===== config.mk =====
export PLATFORM = sky130hd
export DESIGN_NAME = ccu_ctrl_snoop_collector
export DESIGN_NICKNAME = d
export VERILOG_FILES = /design/src/rtl/ccu_ctrl_snoop_collector.sv
export SDC_FILE = /design/constraint.sdc
export NUM_CORES = 1
export LEC_CHECK = 0
export CAP_MARGIN = 20
export CORE_ASPECT_RATIO = 0.9
export CORE_MARGIN = 8
export CORE_UTILIZATION = 52
export DETAILED_ROUTE_END_ITERATION = 10
export PLACE_DENSITY = 0.87
export SLEW_MARGIN = 20
export SYNTH_ARGS = -nofsm -noshare
export SYNTH_HDL_FRONTEND = slang
export SYNTH_SLANG_ARGS = --single-unit

===== constraint.sdc =====
create_clock -name clk_i -period 3.1 [get_ports clk_i]
set_input_delay 0.62 -clock clk_i [delete_from_list [all_inputs] [get_ports clk_i]]
set_output_delay 0.62 -clock clk_i [all_outputs]
set_load 0.03 [all_outputs]

===== src/rtl/ccu_ctrl_snoop_collector.sv =====
// Snoop-round collector: gathers CR responses from the snooped master ports,
// publishes the aggregated result, then forwards one port's CD cacheline while
// draining the CD beats of every other port that also offered data.
// The CD payload type must place its `last` flag in the least-significant bit,
// which is the case for a packed struct whose final field is `last`.
module ccu_ctrl_snoop_collector #(
    parameter int unsigned NoMstPorts      = 4,
    parameter int unsigned AxiDataWidth    = 64,
    parameter int unsigned DcacheLineWidth = 128,
    parameter type         snoop_cd_t      = logic
) (
    input  logic                       clk_i,
    input  logic                       rst_ni,
    input  logic                       start_valid_i,
    output logic                       start_ready_o,
    input  logic [NoMstPorts-1:0]      snoop_mask_i,
    input  logic [NoMstPorts-1:0]      cr_valid_i,
    output logic [NoMstPorts-1:0]      cr_ready_o,
    input  logic [NoMstPorts-1:0][4:0] cr_resp_i,
    input  logic [NoMstPorts-1:0]      cd_valid_i,
    output logic [NoMstPorts-1:0]      cd_ready_o,
    input  snoop_cd_t [NoMstPorts-1:0] cd_i,
    output snoop_cd_t                  cd_o,
    output logic                       cd_handshake_o,
    input  logic                       cd_fifo_full_i,
    output logic                       result_valid_o,
    input  logic                       result_ready_i,
    output logic                       data_avail_o,
    output logic                       shared_o,
    output logic                       dirty_o,
    output logic                       error_o
);

    localparam int unsigned BeatsPerLine = DcacheLineWidth / AxiDataWidth;
    localparam int unsigned CntW         = (BeatsPerLine > 1) ? $clog2(BeatsPerLine) : 1;
    localparam int unsigned IdxW         = (NoMstPorts > 1) ? $clog2(NoMstPorts) : 1;
    localparam int unsigned CdW          = $bits(snoop_cd_t);

    typedef enum logic [1:0] {
        IDLE        = 2'd0,
        COLLECT_CR  = 2'd1,
        SEND_RESULT = 2'd2,
        FORWARD_CD  = 2'd3
    } state_e;

    state_e                  state_q;
    logic [NoMstPorts-1:0]   mask_q, rcvd_q, dt_q, ok_q, drain_q, drain_done_q;
    logic [IdxW-1:0]         sel_q;
    logic                    sel_done_q;
    logic [CntW-1:0]         beat_cnt_q;

    logic [NoMstPorts-1:0]   cr_hs, rcvd_nxt, dt_nxt, ok_nxt, drain_nxt;
    logic [NoMstPorts-1:0]   cd_hs, cd_last, drain_done_nxt;
    logic [NoMstPorts-1:0][CdW-1:0] cd_flat;
    logic [IdxW-1:0]         sel_nxt;
    logic                    found_nxt, err_nxt, dirty_nxt, shared_nxt;
    logic                    sel_active, sel_done_nxt;
    logic                    unused_sig;

    // State-decoded handshake outputs
    assign start_ready_o  = (state_q == IDLE);
    assign result_valid_o = (state_q == SEND_RESULT);
    assign cr_ready_o     = (state_q == COLLECT_CR) ? (mask_q & ~rcvd_q) : '0;
    assign cr_hs          = cr_valid_i & cr_ready_o;
    assign rcvd_nxt       = rcvd_q | cr_hs;

    // Fold this cycle's CR handshakes into the per-port and aggregate flags
    always_comb begin
        dt_nxt     = dt_q;
        ok_nxt     = ok_q;
        err_nxt    = error_o;
        dirty_nxt  = dirty_o;
        shared_nxt = shared_o;
        for (int i = 0; i < NoMstPorts; i++) begin
            if (cr_hs[i]) begin
                dt_nxt[i]  = cr_resp_i[i][0];
                ok_nxt[i]  = cr_resp_i[i][0] & ~cr_resp_i[i][1];
                err_nxt    = err_nxt | cr_resp_i[i][1];
                dirty_nxt  = dirty_nxt | cr_resp_i[i][2];
                shared_nxt = shared_nxt | cr_resp_i[i][3];
            end
        end
    end

    // Lowest-index clean data port becomes the forwarded source; other data ports drain
    always_comb begin
        sel_nxt   = '0;
        found_nxt = 1'b0;
        for (int i = NoMstPorts - 1; i >= 0; i--) begin
            if (ok_nxt[i]) begin
                sel_nxt   = IdxW'(i);
                found_nxt = 1'b1;
            end
        end
        drain_nxt = found_nxt ? (dt_nxt & ~(NoMstPorts'(1) << sel_nxt)) : dt_nxt;
    end

    // CD routing: selected port gated by FIFO space, drain ports always accepted
    assign cd_flat    = cd_i;
    assign sel_active = (state_q == FORWARD_CD) && data_avail_o && !sel_done_q;

    always_comb begin
        cd_ready_o = '0;
        if (state_q == FORWARD_CD) begin
            cd_ready_o = drain_q & ~drain_done_q;
            if (sel_active) begin
                cd_ready_o[sel_q] = ~cd_fifo_full_i;
            end
        end
        for (int i = 0; i < NoMstPorts; i++) begin
            cd_last[i] = cd_flat[i][0];
        end
    end

    assign cd_hs          = cd_valid_i & cd_ready_o;
    assign cd_handshake_o = sel_active & cd_hs[sel_q];
    assign cd_o           = sel_active ? cd_i[sel_q] : '0;
    assign sel_done_nxt   = sel_done_q | (cd_handshake_o & cd_last[sel_q]);
    assign drain_done_nxt = drain_done_q | (cd_hs & cd_last & drain_q);

    // Payload bits, WasUnique and the line-beat count have no consumer here
    assign unused_sig = ^{beat_cnt_q, cr_resp_i, cd_flat};

    // Round sequencing and all held state
    always_ff @(posedge clk_i or negedge rst_ni) begin
        if (!rst_ni) begin
            state_q      <= IDLE;
            mask_q       <= '0;
            rcvd_q       <= '0;
            dt_q         <= '0;
            ok_q         <= '0;
            drain_q      <= '0;
            drain_done_q <= '0;
            sel_q        <= '0;
            sel_done_q   <= 1'b0;
            beat_cnt_q   <= '0;
            data_avail_o <= 1'b0;
            shared_o     <= 1'b0;
            dirty_o      <= 1'b0;
            error_o      <= 1'b0;
        end else begin
            case (state_q)
                IDLE: begin
                    if (start_valid_i) begin
                        mask_q       <= snoop_mask_i;
                        rcvd_q       <= '0;
                        dt_q         <= '0;
                        ok_q         <= '0;
                        drain_q      <= '0;
                        sel_q        <= '0;
                        beat_cnt_q   <= '0;
                        data_avail_o <= 1'b0;
                        shared_o     <= 1'b0;
                        dirty_o      <= 1'b0;
                        error_o      <= 1'b0;
                        state_q      <= COLLECT_CR;
                    end
                end
                COLLECT_CR: begin
                    rcvd_q   <= rcvd_nxt;
                    dt_q     <= dt_nxt;
                    ok_q     <= ok_nxt;
                    error_o  <= err_nxt;
                    dirty_o  <= dirty_nxt;
                    shared_o <= shared_nxt;
                    if (rcvd_nxt == mask_q) begin
                        sel_q        <= sel_nxt;
                        data_avail_o <= found_nxt;
                        drain_q      <= drain_nxt;
                        state_q      <= SEND_RESULT;
                    end
                end
                SEND_RESULT: begin
                    if (result_ready_i) begin
                        sel_done_q   <= ~data_avail_o;
                        drain_done_q <= '0;
                        beat_cnt_q   <= '0;
                        state_q      <= (data_avail_o || (|drain_q)) ? FORWARD_CD : IDLE;
                    end
                end
                FORWARD_CD: begin
                    sel_done_q   <= sel_done_nxt;
                    drain_done_q <= drain_done_nxt;
                    if (cd_handshake_o) begin
                        beat_cnt_q <= (beat_cnt_q == CntW'(BeatsPerLine - 1)) ? '0
                                                                              : beat_cnt_q + CntW'(1);
                    end
                    if (sel_done_nxt && ((drain_done_nxt & drain_q) == drain_q)) begin
                        state_q <= IDLE;
                    end
                end
                default: state_q <= IDLE;
            endcase
        end
    end

endmodule


# Yosys cells after proc, flatten, opt, wreduce, memory -nomap -nowiden
# Cells that the tools add are included.
# totals
register_bits,33
output_inout_bits,16
# op_classes
bitwise_logic,38
eq_ne,9
n_mux,65
shift,1
order_cmp,2
reduce_logical,15
# op_table
op,n
4-bit case mux with 2 select lines,5
4-bit bitwise AND,8
1-bit 2-to-1 mux,31
4-bit 2-to-1 mux,7
2-bit 2-to-1 mux,11
1-bit bitwise OR,13
4-bit inverter,3
1-bit case mux with 2 select lines,5
4-bit == test,2
4-bit bitwise OR,2
2-bit case mux with 4 select lines,1
1-bit bitwise AND,6
2-bit by 1-bit inequality test with 1-bit output (second input constant),3
1-bit inverter,6
2-bit AND reduction,3
1-bit binary-select mux with 2-bit select,2
4-bit bitwise mux,1
2-bit == test (second input constant),2
1-bit logical AND,4
2-bit case mux with 2 select lines,1
4-bit AND reduction,1
2-bit nonzero test,2
4-bit OR reduction,1
1-bit by 2-bit left shift with 4-bit output (first input constant),1
other kinds (9),9

# Longest topological paths before layout
# Gate-level depths: netlist of the first run.
# logic_depth
word_depth,16
mapped_depth,7

# Worst setup path after synthesis of the first run
# OpenSTA, ideal clock, no wires.
# synth_timing
path_kind,register -> output
from,register data_avail_o
to,output cd_ready_o[0]
arrival_time_ns,1.875
required_ns,2.480
setup_slack_ns,0.605
stages_incl_launch_ff,4
cell_sequence,dfrtp_1 -> nor4b_1 -> mux2_2 -> nor2_1
# synth_between
elab_chain_cells,4
# synth_rtl
element,line,source
"start, declared",28,"output logic data_avail_o,"
"start signal, assigned",168,data_avail_o <= found_nxt;
1-bit logical AND (2 in series),100,assign sel_active = (state_q == FORWARD_CD) && data_avail_o && !sel_done_q;
4-bit 2-to-1 mux,106,if (sel_active) begin
4-bit 2-to-1 mux,104,if (state_q == FORWARD_CD) begin
"end, declared",21,"output logic [NoMstPorts-1:0] cd_ready_o,"
# No other way between the ends.

# Worst setup path in the final report of the first run
# layout_timing
from,input cd_i[2] (netlist name)
to,output cd_o
# layout_between
elab_chain_cells,3
# layout_rtl
element,line,source
"start, declared",22,"input snoop_cd_t [NoMstPorts-1:0] cd_i,"
1-bit binary-select mux with 2-bit select,117,assign cd_o = sel_active ? cd_i[sel_q] : '0;
1-bit 2-to-1 mux (implied by the code),117,
1-bit 2-to-1 mux,117,
"end, declared",23,"output snoop_cd_t cd_o,"
# No other way between the ends. The select of a mux whose other input is x is not followed.

==> impl_metrics.toml, run 1 <==
[run_status]
status = "finished clean"

[timing]
fmax_mhz = 338
fin_crit_sh_pct = 95.5
layout_setup_ws_ns = 0.139
max_slew_margin_pct = 68.4
setup_tns_ns = 0
tightestPinTransition_ns = 0.473
setup_viol = 0
finalClockSkew_ns = 0.00579
drv_slew = 0
post-route-min-period_ns = 2.96
rsz0062_at_grt = "no"
finalHoldViolCount = 0

[drt]
dr.first_iter.drc_count = 223
drc_errors = 0
vias_per_cell = 5.95
drtAntennaViolNets = 0
drt_pass1_iterations = 4
routed_wl_um = 5780
wl_per_cell_um = 17.6
vias = 1957

[placed_design]
io_buffers = 52
dp_hpwl_um = 4440
place_ws_ns = 0.139
place.gp.congestion = 0.866

[floorplanning]
die-width_um = 83.1
initial_utilization_pct = 52.8
core-area_um2 = 3990
die_area_um2 = 6350
pin_count = 57
fp-row-count = 22
die_y_um = 76.4

[worst_hold_path]
hp-start = "ok_q[3]$_DFFE_PN0P_"
holdPathStages = 2
hold_path.class = "reg -> reg"

[finish]
antenna_cells = 0
multi_input_area_um2 = 1200
final_nets = 322
drive_gt1_share_pct = 14.2
fin_util_pct = 69.6
seqCellArea_um2 = 826
nFillCells = 323
syn_to_final_growth_pct = 31.9

[worst_setup_path]
rr_endpoint = "data_avail_o$_DFFE_PN0P_"
crit_end = "cd_o"
crit_chain = "clkdlybuf4s50_1 > mux4_2 > and3_1 > clkdlybuf4s50_1"
start_kind = "input port"
worstSetupPathType = "in -> out"
critPathMaxFanout = 2
critPathRequiredTime_ns = 2.48
r2r_slack_ns = 0.72
end_kind = "output pin"
r2r-start = "state_q[0]$_DFFE_PN0P_"
cp-startpoint = "cd_i[2]"
arrival_ns = 2.34
critPathMaxStageDelay_ns = 0.59
r2r_cells = 7
cpMostUsedCell = "clkdlybuf4s50_1"
cpMaxStageDelayCell = "clkdlybuf4s50_1"

[yosys]
synth_edf_count = 0
synth_top_area_cell = "dfrtp_1"
synth_common_cells = "dfrtp_1 (33), nand2_1 (27), nand3_1 (16), o21ai_0 (13)"
seq_area_frac_synth_pct = 39.2
yosysMostFrequentCell = "dfrtp_1"
syn_nets = 266
syn_avg_cell_area_um2 = 9.36
synthArstFlopShare_pct = 100
syn-instance-count = 225
syn_area_um2 = 2110
synth_warnings = 0
synth_ff_type = "dfrtp_1"
synth_top_area_share_pct = 39.2
synth_seq_cells = 33
synthDistinctLibCells = 55
synth_top_cells_by_area = "dfrtp_1 (39%), mux2_2 (5.3%), nand2_1 (4.8%)"

[job]
max_cap_viol_count = 0

[pwr]
p_switching_mw = 0.970
power_frac_clock_pct = 14.1
power.density_nw_per_um2 = 834
power_frac_seq_pct = 32.5
sw_frac_of_total_pct = 41.8
combPwrFrac_pct = 53.4
p_leak_nw = 1.24
p_int_mw = 1.35
vdd_ir_drop_max_mv = 0.449

[clock_network]
clk_path_buf_depth = 2
clock-sinks = 33
cts_tree = "done"
clk_pin_slew_ns = 0.06
clockRootBuffer = "clkbuf_8"
htree_levels = 2
clk_latency_ns = 0.29
post-cts-setup-buffers = 0
cts_buffers = 5
cts_hold_buffers = 0

[global_routing]
antenna_found_initial = 0
grt_pass1_wl_um = 9870
grt-ovfl-total = 0
track_usage_pct = 18.6
grt_max_degree = 34
first_global_vias = 1989
==> power groups by stage <==
stage          clock, mW  sequential (mW)  combinational [mW]
2_1_floorplan          0            0.746               0.841
3_3_place_gp           0            0.743                1.19
3_5_place_dp           0            0.755                1.22
4_1_cts            0.331            0.747                1.23
5_1_grt            0.350            0.775                1.35
6_report           0.327            0.752                1.24
==> registers in the layout, summed over array words and instances, names as in the netlist, 2 cells and up <==
register and cells:
drain_done_q 4, rcvd_q 4, state_q 2, ok_q 4, dt_q 4, drain_q 4
sel_q 2, mask_q 4
==> per-stage QoR <==
stage	cell area, µm²	cells	hold slack (ns)	power [mW]
3_3_place_gp	2680	322	0.460	1.93
3_5_place_dp	2680	322	0.473	1.98
5_1_grt	2780	329	0.519	2.48
2_1_floorplan	2110	225	0.324	1.59
6_report	2780	329	0.480	2.32
4_1_cts	2770	329	0.487	2.31
==> worst min path at each step <==
stage                                        to  slack (ns)
global placement    drain_done_q[3]$_DFFE_PN0P_        0.46
global route                ok_q[2]$_DFFE_PN0P_        0.52
floorplan              data_avail_o$_DFFE_PN0P_        0.32
detailed placement          ok_q[3]$_DFFE_PN0P_        0.47
finish                      ok_q[3]$_DFFE_PN0P_        0.48
CTS                         ok_q[3]$_DFFE_PN0P_        0.49
==> metal layers <==
| layer | wire [µm] | vias up | track usage [%] |
|---|---|---|---|
| li1 | - | 928 | - |
| met5 | 0 | - | 0 |
| met4 | 143 | 0 | 7.37 |
| met1 | 2410 | 941 | 23.8 |
| met3 | 401 | 15 | 3.95 |
| met2 | 2820 | 73 | 29.5 |
==> critical path, delay by kind of cell <==
family                 cells  cell delay [ns]
buffers and inverters      2             1.03
multiplexers               1             0.49
AND/OR/NAND/NOR            1             0.20
==> timing repair <==
| action | 4_1_cts | 5_1_grt |
|---|---|---|
| endpoints found under the hold margin | 0 | 0 |
| gates resized for setup | 0 | 3 |
| setup endpoints to repair | 0 | 3 |
==> cell families (layout without fill, tap and decap cells) <==
family                 count (synthesis)  count (layout)  synth area share [%]
AO/OA/AOI/OAI                         46              46                  14.8
buffers and inverters                 16              72                  4.22
flip-flops                            33              33                  39.2
multiplexers                          23              23                  12.2
AND/OR/NAND/NOR                      107             107                  29.5
==> area by class of cell <==
type / count / area share, %
clock buffers: 7 / 3.11
inverters: 4 / 0.540
repair buffers: 61 / 21.3
well taps: 48 / 2.16
multi-input cells: 176 / 43.1
flip-flops and latches: 33 / 29.7
==> layout by cell type, fill, tap and decap left out, types with 3 or more instances in the layout <==
cell,n
and2b_2,3
clkdlybuf4s50_1,50
nand2b_1,6
mux2i_1,10
nor2_1,9
o31ai_1,3
and2_1,5
and2b_1,6
nand2_1,27
a22o_1,3
nor2b_1,8
inv_1,4
o21ai_0,13
dfrtp_1,33
buf_4,9
a22oi_1,6
a21oi_1,7
nand3_1,16
clkbuf_8,6
nand3b_1,3
mux2_2,10
and3_1,6
Note: power is estimated with default switching activity, not from simulation.
==> inputs of run 2 (changes only) <==
- CORE_MARGIN: 8 -> 5
==> run 2 against run 1 <==
Compared with the run above: sequential power barely moved; register-to-register slack improved by 0.03 ns; via count fell by 0.61%; cell area barely moved; wire length fell by 6.0%; cell count rose by 0.30%; core utilization barely moved; power fell by 0.62%; die area fell by 15%; flip-flop and latch count did not move; non-clock buffer count did not move; clock power fell by 5%; critical endpoint is now cd_ready_o[2]; largest cell class unchanged; largest power group unchanged.
==> impl_metrics.toml, run 2 (synthesis results as in run 1) <==
[run_status]
status = "finished clean"

[finish]
fin_util_pct = 69.6
final_common_cell = "clkdlybuf4s50_1"
design_area_um2 = 2780
antenna_cells = 0
seqCellArea_um2 = 827
mostFrequentLayoutCells = "clkdlybuf4s50_1 (52), dfrtp_1 (32), nand2_1 (27)"
fin_cells = 330
final_nets = 322
multi_input_area_um2 = 1210
nFillCells = 305
syn_to_final_growth_pct = 31.8
drive_gt1_share_pct = 14.9

[timing]
rsz0062_at_grt = "no"
fmax_mhz = 333
post-route-min-period_ns = 3.00
layout_setup_ws_ns = 0.101
fin_crit_sh_pct = 96.8
tightestPinTransition_ns = 0.513
hold_ws_ns = 0.480
setup_viol = 0
finalClockSkew_ns = 0.00537
setup_tns_ns = 0
max_slew_margin_pct = 65.7
finalHoldViolCount = 0
drv_slew = 0

[worst_setup_path]
arrival_ns = 2.38
crit_chain = "nor2b_2 > and3_1 > mux2_2 > nor2_1 > clkdlybuf4s50_1"
worstSetupPathType = "reg -> out"
cpMaxStageDelayCell = "clkdlybuf4s50_1"
end_kind = "output pin"
critPathMaxFanout = 9
start_kind = "flop"
path_buf_inv = 1
cpLargestDelayFamily = "buffers and inverters"
critPathMaxStageDelay_ns = 0.69
critPathRequiredTime_ns = 2.48

[global_routing]
grt-ovfl-total = 0
track_usage_pct = 20.6
antenna_found_initial = 0
first_global_vias = 1943
grt_max_degree = 34
grt_pass1_wl_um = 9060

[drt]
vias_per_cell = 5.89
drt_pass1_iterations = 5
drtAntennaViolNets = 0
wl_per_cell_um = 16.5
routed_wl_um = 5430
drc_errors = 0
vias = 1945
dr.first_iter.drc_count = 240

[pwr]
p_leak_nw = 1.20
vdd_ir_drop_max_mv = 0.427
power.density_nw_per_um2 = 829
finalPower_mw = 2.30

[floorplanning]
die_area_um2 = 5430
initial_utilization_pct = 52.8
fp-row-count = 22
core-area_um2 = 3990
pin_count = 57
die-width_um = 77.1
die_y_um = 70.4

[clock_network]
clk_pin_slew_ns = 0.07
clk_path_buf_depth = 2
clockRootBuffer = "clkbuf_8"
clk_latency_ns = 0.29
clock-sinks = 33
cts_tree = "done"
htree_levels = 2
cts_hold_buffers = 0
cts_buffers = 5

[placed_design]
place_area_um2 = 2680
place_ws_ns = 0.128
io_buffers = 52
place.gp.congestion = 0.938
placed_cells = 322
dp_hpwl_um = 4110

[job]
max_cap_viol_count = 0

[worst_hold_path]
hold_path.class = "reg -> reg"
[run 2: cell types whose count changed in the layout (fill, tap and decap cells not counted)]
| cell | change |
|---|---|
| dlymetal6s2s_1 | -2 |
| clkdlybuf4s50_1 | +2 |
| nor2b_2 | +1 |
| clkbuf_1 | +2 |
| clkbuf_8 | -1 |
| nor2b_1 | -1 |
| nor4b_2 | +1 |
| dfrtp_2 | +1 |
| dfrtp_1 | -1 |
| nor4b_1 | -1 |
[run 2: worst paths after layout]
path                                                   from                           to  slack [ns]  cells past startpoint
worst max-delay path               data_avail_o$_DFFE_PN0P_                cd_ready_o[2]        0.10                      5
worst min-delay path            drain_done_q[3]$_DFFE_PN0P_  drain_done_q[3]$_DFFE_PN0P_        0.48                      2
worst max register to register       state_q[0]$_DFFE_PN0P_       drain_q[2]$_DFFE_PN0P_        0.75                      7
worst min register to register  drain_done_q[3]$_DFFE_PN0P_  drain_done_q[3]$_DFFE_PN0P_        0.48                      2
max in group asynchronous                            rst_ni         sel_q[0]$_DFFE_PN0P_        2.04                      2
min in group asynchronous                            rst_ni         shared_o$_DFFE_PN0P_        0.74                      2
[run 2: report_power, final]
group          leakage [nW]  internal, mW  switching (mW)
logic                 0.738         0.569           0.671
registers             0.422         0.605           0.148
clock network        0.0395         0.159           0.151
[run 2: layout make-up]
cell class,count,area share (%)
clock buffers,8,2.88
inverters,4,0.541
multi-input cells,176,43.5
flip-flops and latches,33,29.8
well taps,48,2.16
repair buffers,61,21.2
[run 2: repair_timing]
| item | in CTS | in global routing |
|---|---|---|
| buffers inserted | 0 | 0 |
| resized for setup | 0 | 4 |
| hold endpoints to repair | 0 | 0 |
| endpoints found under the setup margin | 0 | 3 |
[run 2: worst register-to-register path, cell delays in order, from the launching register on]
cell,delay (ns)
dfrtp_1,0.48
buf_4,0.20
nor2b_1,0.19
buf_4,0.20
and3_1,0.31
mux2i_1,0.40
a311oi_1,0.16
mux2_1,0.30
[run 2: metal layers]
| layer | wire (µm) | up-vias | part of all wire (%) | GRT usage [%] |
|---|---|---|---|---|
| li1 | - | 925 | - | - |
| met1 | 2430 | 925 | 45 | 27.8 |
| met2 | 2540 | 87 | 47 | 32.5 |
| met3 | 386 | 8 | 7.1 | 3.87 |
| met4 | 75 | 0 | 1.4 | 8.40 |
| met5 | 0 | - | 0 | 0 |
